[src/rtl/MD_pkg.sv]
// -----------------------------------------------------------------------------
// MD_pkg
//   Shared constants and types for the MD position-initialisation path.
//   The init loader and its frame counter import these definitions.
//
//   Frame layout: one header beat (particles-per-cell in its low bits), then
//   NUM_INIT_STEPS * (npc + 1) particle beats. MD_init writes addresses
//   0..npc inclusive for each 4-cell group (one "step").
// -----------------------------------------------------------------------------
package MD_pkg;

  // Beat geometry: four 128-bit sub-packets per AXI-Stream beat.
  localparam int SUB_PACKET_WIDTH  = 128;
  localparam int AXIS_TDATA_WIDTH  = 4 * SUB_PACKET_WIDTH;

  // Particle indexing and cell/step layout.
  localparam int PARTICLE_ID_WIDTH = 8;
  localparam int NUM_CELLS         = 8;
  localparam int NUM_INIT_STEPS    = NUM_CELLS / 4;
  localparam int INIT_STEP_WIDTH   = 4;

  // Header field position and width of a full-frame beat count.
  localparam int INIT_HDR_NPC_LSB  = 0;
  localparam int INIT_BEATS_WIDTH  = PARTICLE_ID_WIDTH + INIT_STEP_WIDTH;

  // Loader FSM states.
  typedef enum logic [2:0] {
    IDLE    = 3'd0,
    HDR_RST = 3'd1,
    LOAD    = 3'd2,
    DRAIN   = 3'd3,
    ERR     = 3'd4
  } init_ld_state_t;

  // Number of particle beats a frame must carry for a given npc:
  // NUM_INIT_STEPS * (npc + 1), unsigned, no saturation. Only used for
  // debug cross-checking; the datapath relies on the addr/step mirror.
  function automatic logic [INIT_BEATS_WIDTH-1:0] init_expected_beats(
    input logic [PARTICLE_ID_WIDTH-1:0] npc
  );
    logic [INIT_BEATS_WIDTH-1:0] per_step;
    per_step = INIT_BEATS_WIDTH'(npc) + INIT_BEATS_WIDTH'(1);
    return INIT_BEATS_WIDTH'(per_step * INIT_BEATS_WIDTH'(NUM_INIT_STEPS));
  endfunction

endpackage

[src/rtl/md_init_frame_cnt.sv]
// -----------------------------------------------------------------------------
// md_init_frame_cnt
//   Mirror of MD_init's write-address / step counters. addr runs 0..npc, then
//   wraps to 0 and step increments. is_last flags the final beat position of
//   a frame (step == NUM_INIT_STEPS-1 and addr == npc), so the loader can
//   check frame length without a multiplier.
//
// Ports:
//   clk      in   clock
//   rst_n    in   asynchronous active-low reset
//   clr      in   zero both counters (start of a new frame)
//   adv      in   advance by one accepted particle beat
//   npc      in   particles-per-cell for the current frame (held stable)
//   addr     out  current address within the step
//   step     out  current step index
//   is_last  out  current position is the final beat of the frame
// -----------------------------------------------------------------------------
module md_init_frame_cnt
  import MD_pkg::*;
(
  input  logic                         clk,
  input  logic                         rst_n,
  input  logic                         clr,
  input  logic                         adv,
  input  logic [PARTICLE_ID_WIDTH-1:0] npc,
  output logic [PARTICLE_ID_WIDTH-1:0] addr,
  output logic [INIT_STEP_WIDTH-1:0]   step,
  output logic                         is_last
);

  localparam logic [INIT_STEP_WIDTH-1:0] LAST_STEP = INIT_STEP_WIDTH'(NUM_INIT_STEPS - 1);

  logic [PARTICLE_ID_WIDTH-1:0] addr_q, addr_d;
  logic [INIT_STEP_WIDTH-1:0]   step_q, step_d;
  logic                         addr_wrap;

  assign addr_wrap = (addr_q == npc);
  assign is_last   = addr_wrap && (step_q == LAST_STEP);

  always_comb begin
    addr_d = addr_q;
    step_d = step_q;
    if (clr) begin
      addr_d = '0;
      step_d = '0;
    end else if (adv) begin
      if (addr_wrap) begin
        addr_d = '0;
        // Wrap the step too at end of frame so the mirror is clean even if
        // the loader does not clear it before the next frame.
        step_d = is_last ? '0 : step_q + INIT_STEP_WIDTH'(1);
      end else begin
        addr_d = addr_q + PARTICLE_ID_WIDTH'(1);
      end
    end
  end

  always_ff @(posedge clk or negedge rst_n) begin
    if (!rst_n) begin
      addr_q <= '0;
      step_q <= '0;
    end else begin
      addr_q <= addr_d;
      step_q <= step_d;
    end
  end

  assign addr = addr_q;
  assign step = step_q;

endmodule

[src/rtl/md_init_loader.sv]
// -----------------------------------------------------------------------------
// md_init_loader
//   Front end of the position-initialisation path. Takes one init frame on
//   the host AXI-Stream (header beat with npc, then particle beats), strips
//   the header, pulses a clean reset to MD_init, and forwards each particle
//   beat one cycle later on o_init_tdata/o_init_tvalid. The frame length is
//   checked against the cell/step layout via an addr/step mirror counter.
//
// Ports:
//   clk             in   clock
//   rst             in   asynchronous active-low reset
//   s_axis_tdata    in   host beat
//   s_axis_tvalid   in   host valid
//   s_axis_tlast    in   last beat of the frame
//   s_axis_tready   out  loader ready (low while reset is asserted)
//   o_init_tdata    out  registered particle beat to MD_init
//   o_init_tvalid   out  one write per cycle to MD_init, never stalls
//   o_init_npc      out  latched particles-per-cell
//   o_init_sub_rst  out  one-cycle synchronous reset pulse to MD_init
//   o_init_done     out  one-cycle pulse on a correctly terminated frame
//   o_init_err      out  sticky frame-length error, cleared by next header
// -----------------------------------------------------------------------------
module md_init_loader
  import MD_pkg::*;
(
  input  logic                         clk,
  input  logic                         rst,
  input  logic [AXIS_TDATA_WIDTH-1:0]  s_axis_tdata,
  input  logic                         s_axis_tvalid,
  input  logic                         s_axis_tlast,
  output logic                         s_axis_tready,
  output logic [AXIS_TDATA_WIDTH-1:0]  o_init_tdata,
  output logic                         o_init_tvalid,
  output logic [PARTICLE_ID_WIDTH-1:0] o_init_npc,
  output logic                         o_init_sub_rst,
  output logic                         o_init_done,
  output logic                         o_init_err
);

  init_ld_state_t               state_q, state_d;
  logic [AXIS_TDATA_WIDTH-1:0]  tdata_q, tdata_d;
  logic                         tvalid_q, tvalid_d;
  logic [PARTICLE_ID_WIDTH-1:0] npc_q, npc_d;
  logic                         sub_rst_q, sub_rst_d;
  logic                         done_q, done_d;
  logic                         err_q, err_d;
  // Debug cross-check: beats required by the header vs beats actually loaded.
  logic [INIT_BEATS_WIDTH-1:0]  expected_q, expected_d;
  logic [INIT_BEATS_WIDTH-1:0]  beats_q, beats_d;

  logic                         ready;
  logic                         fire;
  logic                         cnt_clr;
  logic                         cnt_adv;
  logic                         cnt_is_last;
  logic [PARTICLE_ID_WIDTH-1:0] cnt_addr;
  logic [INIT_STEP_WIDTH-1:0]   cnt_step;

  // ---------------------------------------------------------------------------
  // Handshake
  // ---------------------------------------------------------------------------
  always_comb begin
    ready = 1'b0;
    unique case (state_q)
      IDLE, LOAD, ERR: ready = 1'b1;
      default:         ready = 1'b0;
    endcase
  end

  // The state register already sits in IDLE while reset is held; gating with
  // rst keeps the host from seeing a ready it cannot use.
  assign s_axis_tready = ready & rst;
  assign fire          = s_axis_tvalid & s_axis_tready;

  // ---------------------------------------------------------------------------
  // addr/step mirror of MD_init's counters
  // ---------------------------------------------------------------------------
  md_init_frame_cnt u_frame_cnt (
    .clk     (clk),
    .rst_n   (rst),
    .clr     (cnt_clr),
    .adv     (cnt_adv),
    .npc     (npc_q),
    .addr    (cnt_addr),
    .step    (cnt_step),
    .is_last (cnt_is_last)
  );

  // ---------------------------------------------------------------------------
  // Next-state and output logic
  // ---------------------------------------------------------------------------
  always_comb begin
    state_d    = state_q;
    tdata_d    = tdata_q;
    tvalid_d   = 1'b0;
    npc_d      = npc_q;
    sub_rst_d  = 1'b0;
    done_d     = 1'b0;
    err_d      = err_q;
    expected_d = expected_q;
    beats_d    = beats_q;
    cnt_clr    = 1'b0;
    cnt_adv    = 1'b0;

    unique case (state_q)
      IDLE: begin
        if (fire) begin
          npc_d      = s_axis_tdata[INIT_HDR_NPC_LSB +: PARTICLE_ID_WIDTH];
          expected_d = init_expected_beats(npc_d);
          beats_d    = '0;
          cnt_clr    = 1'b1;
          if (s_axis_tlast) begin
            // A header that is also the last beat is an empty frame.
            err_d   = 1'b1;
            state_d = ERR;
          end else begin
            err_d     = 1'b0;
            // Registered, so the pulse lands in the HDR_RST cycle.
            sub_rst_d = 1'b1;
            state_d   = HDR_RST;
          end
        end
      end

      HDR_RST: begin
        state_d = LOAD;
      end

      LOAD: begin
        if (fire) begin
          tdata_d  = s_axis_tdata;
          tvalid_d = 1'b1;
          cnt_adv  = 1'b1;
          beats_d  = beats_q + INIT_BEATS_WIDTH'(1);
          if (cnt_is_last) begin
            if (s_axis_tlast) begin
              state_d = DRAIN;
            end else begin
              // Host keeps sending past the frame: swallow until its tlast.
              err_d   = 1'b1;
              state_d = ERR;
            end
          end else if (s_axis_tlast) begin
            // Short frame. The host frame has already ended with this beat,
            // so there is nothing to discard; go straight back for a header.
            err_d   = 1'b1;
            state_d = IDLE;
          end
        end
      end

      DRAIN: begin
        // The last beat's tvalid is on the outputs this cycle; done follows.
        done_d  = 1'b1;
        state_d = IDLE;
      end

      ERR: begin
        if (fire && s_axis_tlast) begin
          state_d = IDLE;
        end
      end

      default: begin
        state_d = IDLE;
      end
    endcase
  end

  // ---------------------------------------------------------------------------
  // Registers
  // ---------------------------------------------------------------------------
  always_ff @(posedge clk or negedge rst) begin
    if (!rst) begin
      state_q    <= IDLE;
      tdata_q    <= '0;
      tvalid_q   <= 1'b0;
      npc_q      <= '0;
      sub_rst_q  <= 1'b0;
      done_q     <= 1'b0;
      err_q      <= 1'b0;
      expected_q <= '0;
      beats_q    <= '0;
    end else begin
      state_q    <= state_d;
      tdata_q    <= tdata_d;
      tvalid_q   <= tvalid_d;
      npc_q      <= npc_d;
      sub_rst_q  <= sub_rst_d;
      done_q     <= done_d;
      err_q      <= err_d;
      expected_q <= expected_d;
      beats_q    <= beats_d;
    end
  end

  assign o_init_tdata   = tdata_q;
  assign o_init_tvalid  = tvalid_q;
  assign o_init_npc     = npc_q;
  assign o_init_sub_rst = sub_rst_q;
  assign o_init_done    = done_q;
  assign o_init_err     = err_q;

  // ---------------------------------------------------------------------------
  // Debug properties
  // ---------------------------------------------------------------------------
  // MD_init must never see a write in the same cycle as its reset.
  a_no_rst_write_overlap : assert property (@(posedge clk) disable iff (!rst)
    !(o_init_sub_rst && o_init_tvalid));

  // A frame that reaches DRAIN carried exactly the header's beat count.
  a_drain_len : assert property (@(posedge clk) disable iff (!rst)
    (state_q == DRAIN) |-> (beats_q == expected_q));

  // The mirror counter starts every frame at the origin, like MD_init.
  a_cnt_origin : assert property (@(posedge clk) disable iff (!rst)
    (state_q == HDR_RST) |-> (cnt_addr == '0 && cnt_step == '0));

endmodule

[config.mk]
export PLATFORM = sky130hd
export DESIGN_NAME = md_init_loader
export DESIGN_NICKNAME = d
export VERILOG_FILES = /design/src/rtl/MD_pkg.sv /design/src/rtl/md_init_frame_cnt.sv /design/src/rtl/md_init_loader.sv
export SDC_FILE = /design/constraint.sdc
export NUM_CORES = 1
export LEC_CHECK = 0
export CORE_AREA = 4 4 401 403
export CTS_CLUSTER_DIAMETER = 80
export DETAILED_ROUTE_END_ITERATION = 12
export DIE_AREA = 0 0 405 407
export PLACE_DENSITY_LB_ADDON = 0.3
export SETUP_SLACK_MARGIN = 0.02
export SYNTH_ARGS = -nofsm -noshare
export SYNTH_HDL_FRONTEND = slang
export SYNTH_SLANG_ARGS = --single-unit
export TNS_END_PERCENT = 50
[constraint.sdc]
create_clock -name clk -period 3.3 [get_ports clk]
set_input_delay 0.495 -clock clk [delete_from_list [all_inputs] [get_ports clk]]
set_output_delay 0.495 -clock clk [all_outputs]
set_load 0.02 [all_outputs]
Word-level counts from Yosys, hierarchy flattened. Cells that the tools add are included.

Register bits: 539. Input bits: 516. Output and inout port bits: 525. Logic and storage cells: 66.

$add $sub $neg: 2. Eq/ne operators: 11. Multiplexer cells: 30. Bitwise gates (word level): 2. Reductions and logical operators: 12.

Operators with widths (number): 8-bit 2-to-1 mux (3); 3-bit 2-to-1 mux (7); 4-bit 2-to-1 mux (4); 1-bit 2-to-1 mux (14); 3-bit case mux with 4 select lines (1); 8-bit by 1-bit adder with 8-bit output, second input constant (1); 8-bit == test (1); 3-bit by 2-bit == test with 1-bit output, second input constant (2); 2-bit != test, second input constant (3); 2-bit AND reduction (3); 2-bit nonzero test (3); 5-bit AND reduction (1); 4-bit by 1-bit adder with 4-bit output, second input constant (1); 4-bit by 1-bit == test with 1-bit output, second input constant (1); 4-bit AND reduction (1); 3-bit by 1-bit == test with 1-bit output, second input constant (1); 3-bit == test, second input constant (1); 3-bit zero test (1); 3-bit by 2-bit != test with 1-bit output, second input constant (1); 3-bit != test, second input constant (1); 3-bit OR reduction (1); 1-bit AND (2); 1-bit logical AND (2); 1-bit case mux with 2 select lines (1).

Logic depth before layout (Yosys ltp).
Word-level depth: 9. Gate-level depth with buffers: 7. Depth with buffers taken out: 5.

By module. A second synthesis with hierarchy kept.

Cells, all modules: 1214. Area total of the unflattened synthesis: 22596.7 um^2.

By module, submodules not included: md_init_loader (times used 1, cells an instance 1134, area an instance 21820.9 um^2, seq. area each 13187.6 um^2); md_init_frame_cnt (times used 1, cells an instance 80, area an instance 775.7 um^2, seq. area each 300.3 um^2).

Least setup slack after synthesis. Ideal clock, no wire load.

Kind: input-to-reg. Start: input s_axis_tvalid. End: register tdata_q[487], in the netlist o_init_tdata[487]. Library setup time: 0.128 ns. Data arrival time: 1.773 ns. Required time: 3.172 ns. Path slack: 1.399 ns. Stages: 7. Buffers on the path: 3. Path through: nand2_1 -> nor3_4 -> and2_1 -> buf_4 -> buf_6 -> buf_4 -> mux2_1.

Longest elaborated chain between the ends: 2.

RTL lines: start: declaration (line md_init_loader.sv:29) `input logic s_axis_tvalid,`; 1-bit AND (line md_init_loader.sv:73) `assign fire = s_axis_tvalid & s_axis_tready;`; 2-bit AND reduction (no source line); end signal: assignment (line md_init_loader.sv:186) `tdata_q <= tdata_d;`; end: declaration (line md_init_loader.sv:41) `logic [AXIS_TDATA_WIDTH-1:0] tdata_q, tdata_d;`.

No other way between the ends. A chain may end at the register's enable or synchronous reset.

Worst setup path after layout.
Start: input rst. End: output s_axis_tready.

Longest elaborated chain between the ends: 1.

RTL lines: start: declaration (line md_init_loader.sv:27) `input logic rst,`; 1-bit AND (line md_init_loader.sv:72) `assign s_axis_tready = ready & rst;`; end: declaration (line md_init_loader.sv:31) `output logic s_axis_tready,`.

No other way between the ends.

==> impl_metrics.py <==
metrics = {
    "synth": {
        "synth_cell_types": 44,
        "seq_area_frac_synth": 0.654,
        "netlist_area_um2": 20600,
        "avgSynthCellArea_um2": 17.0,
        "synth_seq_cells": 539,
        "synth_edf_count": 0,
        "synth_flop_cell": "dfrtp_1",
        "netlist_instances": 1215,
        "synth_fp_nets": 1734,
        "yosysWarnings": 0,
        "synthArstFlopShare": 1.00,
    },
    "worst_setup_path": {
        "timing.rr.end": "u_frame_cnt.addr[0]",
        "worstReg2RegStart": "o_init_npc[7]",
        "end_kind": "primary output",
        "ff2ff_setup_slack_ns": 1.00,
        "critical_path_arrival_ns": 2.31,
        "crit_type": "input port to primary output",
        "r2r_cells": 5,
        "start_kind": "input port",
        "path_max_fanout": 94,
        "worst-endpoint-required_ns": 2.80,
    },
    "finish": {
        "layout.nets": 2823,
        "layout_common_cells": "clkdlybuf4s50_1, dfrtp_1, mux2_1",
        "finalNonFillerCells": 4456,
        "layout_commonest_cell": "clkdlybuf4s50_1",
        "syn_to_final_growth_pct": 75.3,
        "nFillCells": 16800,
        "drive_gt1_frac": 0.0931,
    },
    "cts": {
        "clock_latency_ns": 0.65,
        "post_cts_buffers": 0,
        "root_buffer": "clkbuf_16",
        "htree_levels": 3,
        "cts_made_buffers": 77,
        "cts_max_path_buffers": 3,
        "clk_pin_slew_ns": 0.06,
        "cts.repair.resized": 0,
        "cts_tree": "yes",
        "cts_hold_buffers": 1,
        "clock_sinks": 539,
    },
    "global_routing": {
        "grt_pass1_wl_mm": 133,
        "antenna_found_initial": 57,
        "gr-total-overflow": 0,
        "grt_use_total": 0.115,
        "grt_max_degree": 153,
        "grt_pass1_vias": 16000,
    },
    "detailed_routing": {
        "wl_per_cell_um": 22.1,
        "firstDrtPassIters": 4,
        "drc_errors": 0,
        "drt-initial-drc-count": 538,
        "ant_nets": 0,
        "route.vias.total": 14900,
        "viasPerCell": 3.35,
        "wl_mm": 98.4,
    },
    "sta": {
        "hold_viol_final": 0,
        "hold_ws_ns": 0.436,
        "setup_tns_ns": 0,
        "min_period_ns": 2.81,
        "final_max_slew_viol_count": 0,
        "post-route-period-util": 0.851,
        "setup_viol": 0,
        "worst_slack_ns": 0.493,
        "fmax_mhz": 356,
        "worst_pin_slew_ns": 1.09,
        "rsz0062_at_grt": "false",
        "skew_ns": 0.0198,
        "maxSlewHeadroom": 0.273,
    },
    "placed_design": {
        "dp_cells": 4296,
        "gp_congestion": 0.783,
        "post-dp-hpwl_mm": 79.1,
        "place_ws_ns": 0.578,
        "io_buffers": 1040,
    },
    "die": {
        "fp.dieH_um": 407,
        "row_count": 146,
        "die_area_um2": 165000,
        "io_pins": 1041,
        "fp.coreArea_um2": 157000,
        "die_w_um": 405,
        "start_util": 0.131,
    },
    "pwr": {
        "share_seq_of_total_power": 0.325,
        "combPwrFrac": 0.434,
        "clockPowerShare": 0.241,
        "ir_worst_vdd_mv": 0.469,
        "powerDensity_nw_per_um2": 978,
        "cellInternalPower_w": 0.0224,
        "power_leakage_nw": 14.8,
        "switching_power_w": 0.0129,
        "p_sw_frac": 0.365,
    },
    "worst_hold_path": {
        "hold_path_class": "input port to flip-flop",
        "hp-start": "s_axis_tdata[184]",
        "hold_depth": 2,
        "min_to": "o_init_tdata[184]",
    },
    "job": {
        "drv_cap": 0,
    },
    "outcome": {
        "run_status": "finished clean",
    },
}
-- per-stage QoR --
stage	power (W)	utilization	cell area, µm²
2_1_floorplan	0.0179	-	20600
3_3_place_gp	0.0271	0.213	33500
3_5_place_dp	0.0272	0.213	33500
4_1_cts	0.0362	0.229	36100
5_1_grt	0.0373	0.229	36100
6_report	0.0353	0.229	36100
-- cell type report --
type	instances	area, µm²	share of cell area
multi-input combinational	610	6490	0.180
antenna	20	50.0	0.00138
timing repair buffer	1072	10900	0.302
clock inverter	33	380	0.0105
clock buffer	106	2220	0.0614
inverter	4	15.0	0.000415
sequential	539	13500	0.373
tap	2072	2590	0.0717
-- power by group through the flow --
stage | Sequential, W | Clock, W | Combinational, W
final | 0.0115 | 0.00851 | 0.0153
after global routing | 0.0119 | 0.00919 | 0.0162
after CTS | 0.0115 | 0.00896 | 0.0157
after detailed placement | 0.0116 | 0 | 0.0156
after global placement | 0.0115 | 0 | 0.0156
after floorplan | 0.0151 | 0 | 0.00278
-- cells by family after synthesis --
family	synth area share
multiplexers	0.285
adder cells (fa/ha/maj)	0.00182
buffers and inverters	0.0313
flip-flops	0.654
AND/OR/NAND/NOR	0.0143
AO/OA/AOI/OAI	0.00916
XOR/XNOR	0.00425
-- critical path, stage by stage --
cell and delay [ns]:
dlygate4sd3_1 0.57, buf_8 0.18, buf_12 0.40, inv_1 0.08, a211oi_1 0.24, buf_4 0.18, buf_12 0.12
-- synthesized netlist by cell type (2+ instances only) --
| master | n | area (µm²) |
|---|---|---|
| inv_1 | 4 | 15.0 |
| nor2_1 | 9 | 33.8 |
| nand2_1 | 9 | 33.8 |
| o31ai_1 | 2 | 15.0 |
| clkbuf_1 | 4 | 15.0 |
| nor3_1 | 2 | 10.0 |
| o21ai_0 | 5 | 25.0 |
| and3_1 | 2 | 12.5 |
| ha_1 | 3 | 37.5 |
| buf_2 | 5 | 25.0 |
| buf_4 | 2 | 15.0 |
| a21oi_1 | 2 | 10.0 |
| nand3_1 | 7 | 35.0 |
| and2_1 | 3 | 18.8 |
| dfrtp_1 | 539 | 13500 |
| buf_6 | 51 | 574 |
| xor2_1 | 9 | 78.8 |
| a21o_1 | 5 | 37.5 |
| mux2_1 | 469 | 5280 |
| mux2_2 | 52 | 586 |
| nor4_2 | 2 | 25.0 |
| a22o_1 | 6 | 52.6 |
| nor4_1 | 2 | 12.5 |
-- worst max-delay path by stage --
| stage | depth (start not counted) | end | slack, ns | startpoint |
|---|---|---|---|---|
| 2_1_floorplan | 7 | o_init_tdata[487] | 1.40 | s_axis_tvalid |
| 3_3_place_gp | 6 | o_init_tdata[446] | 0.59 | s_axis_tvalid |
| 3_5_place_dp | 6 | o_init_tdata[445] | 0.58 | s_axis_tvalid |
| 4_1_cts | 7 | s_axis_tready | 0.37 | rst |
| 5_1_grt | 7 | s_axis_tready | 0.31 | rst |
| 6_report | 7 | s_axis_tready | 0.49 | rst |
-- metal layers --
| metal | up-vias | track usage | share of wire |
|---|---|---|---|
| met2 | 647 | 0.202 | 0.51 |
| met1 | 7539 | 0.126 | 0.37 |
| li1 | 6537 | - | - |
| met3 | 186 | 0.0451 | 0.089 |
| met4 | 2 | 0.0393 | 0.027 |
| met5 | - | 0 | 0.00013 |
-- state kept, by name, indices dropped and copies added, names as in the netlist --
name              count
u_frame_cnt.addr      8
o_init_tdata        512
o_init_npc            8
o_init_done           1
u_frame_cnt.step      4
o_init_sub_rst        1
o_init_tvalid         1
o_init_err            1
state_q               3
Power figures use the tool's default switching activity.
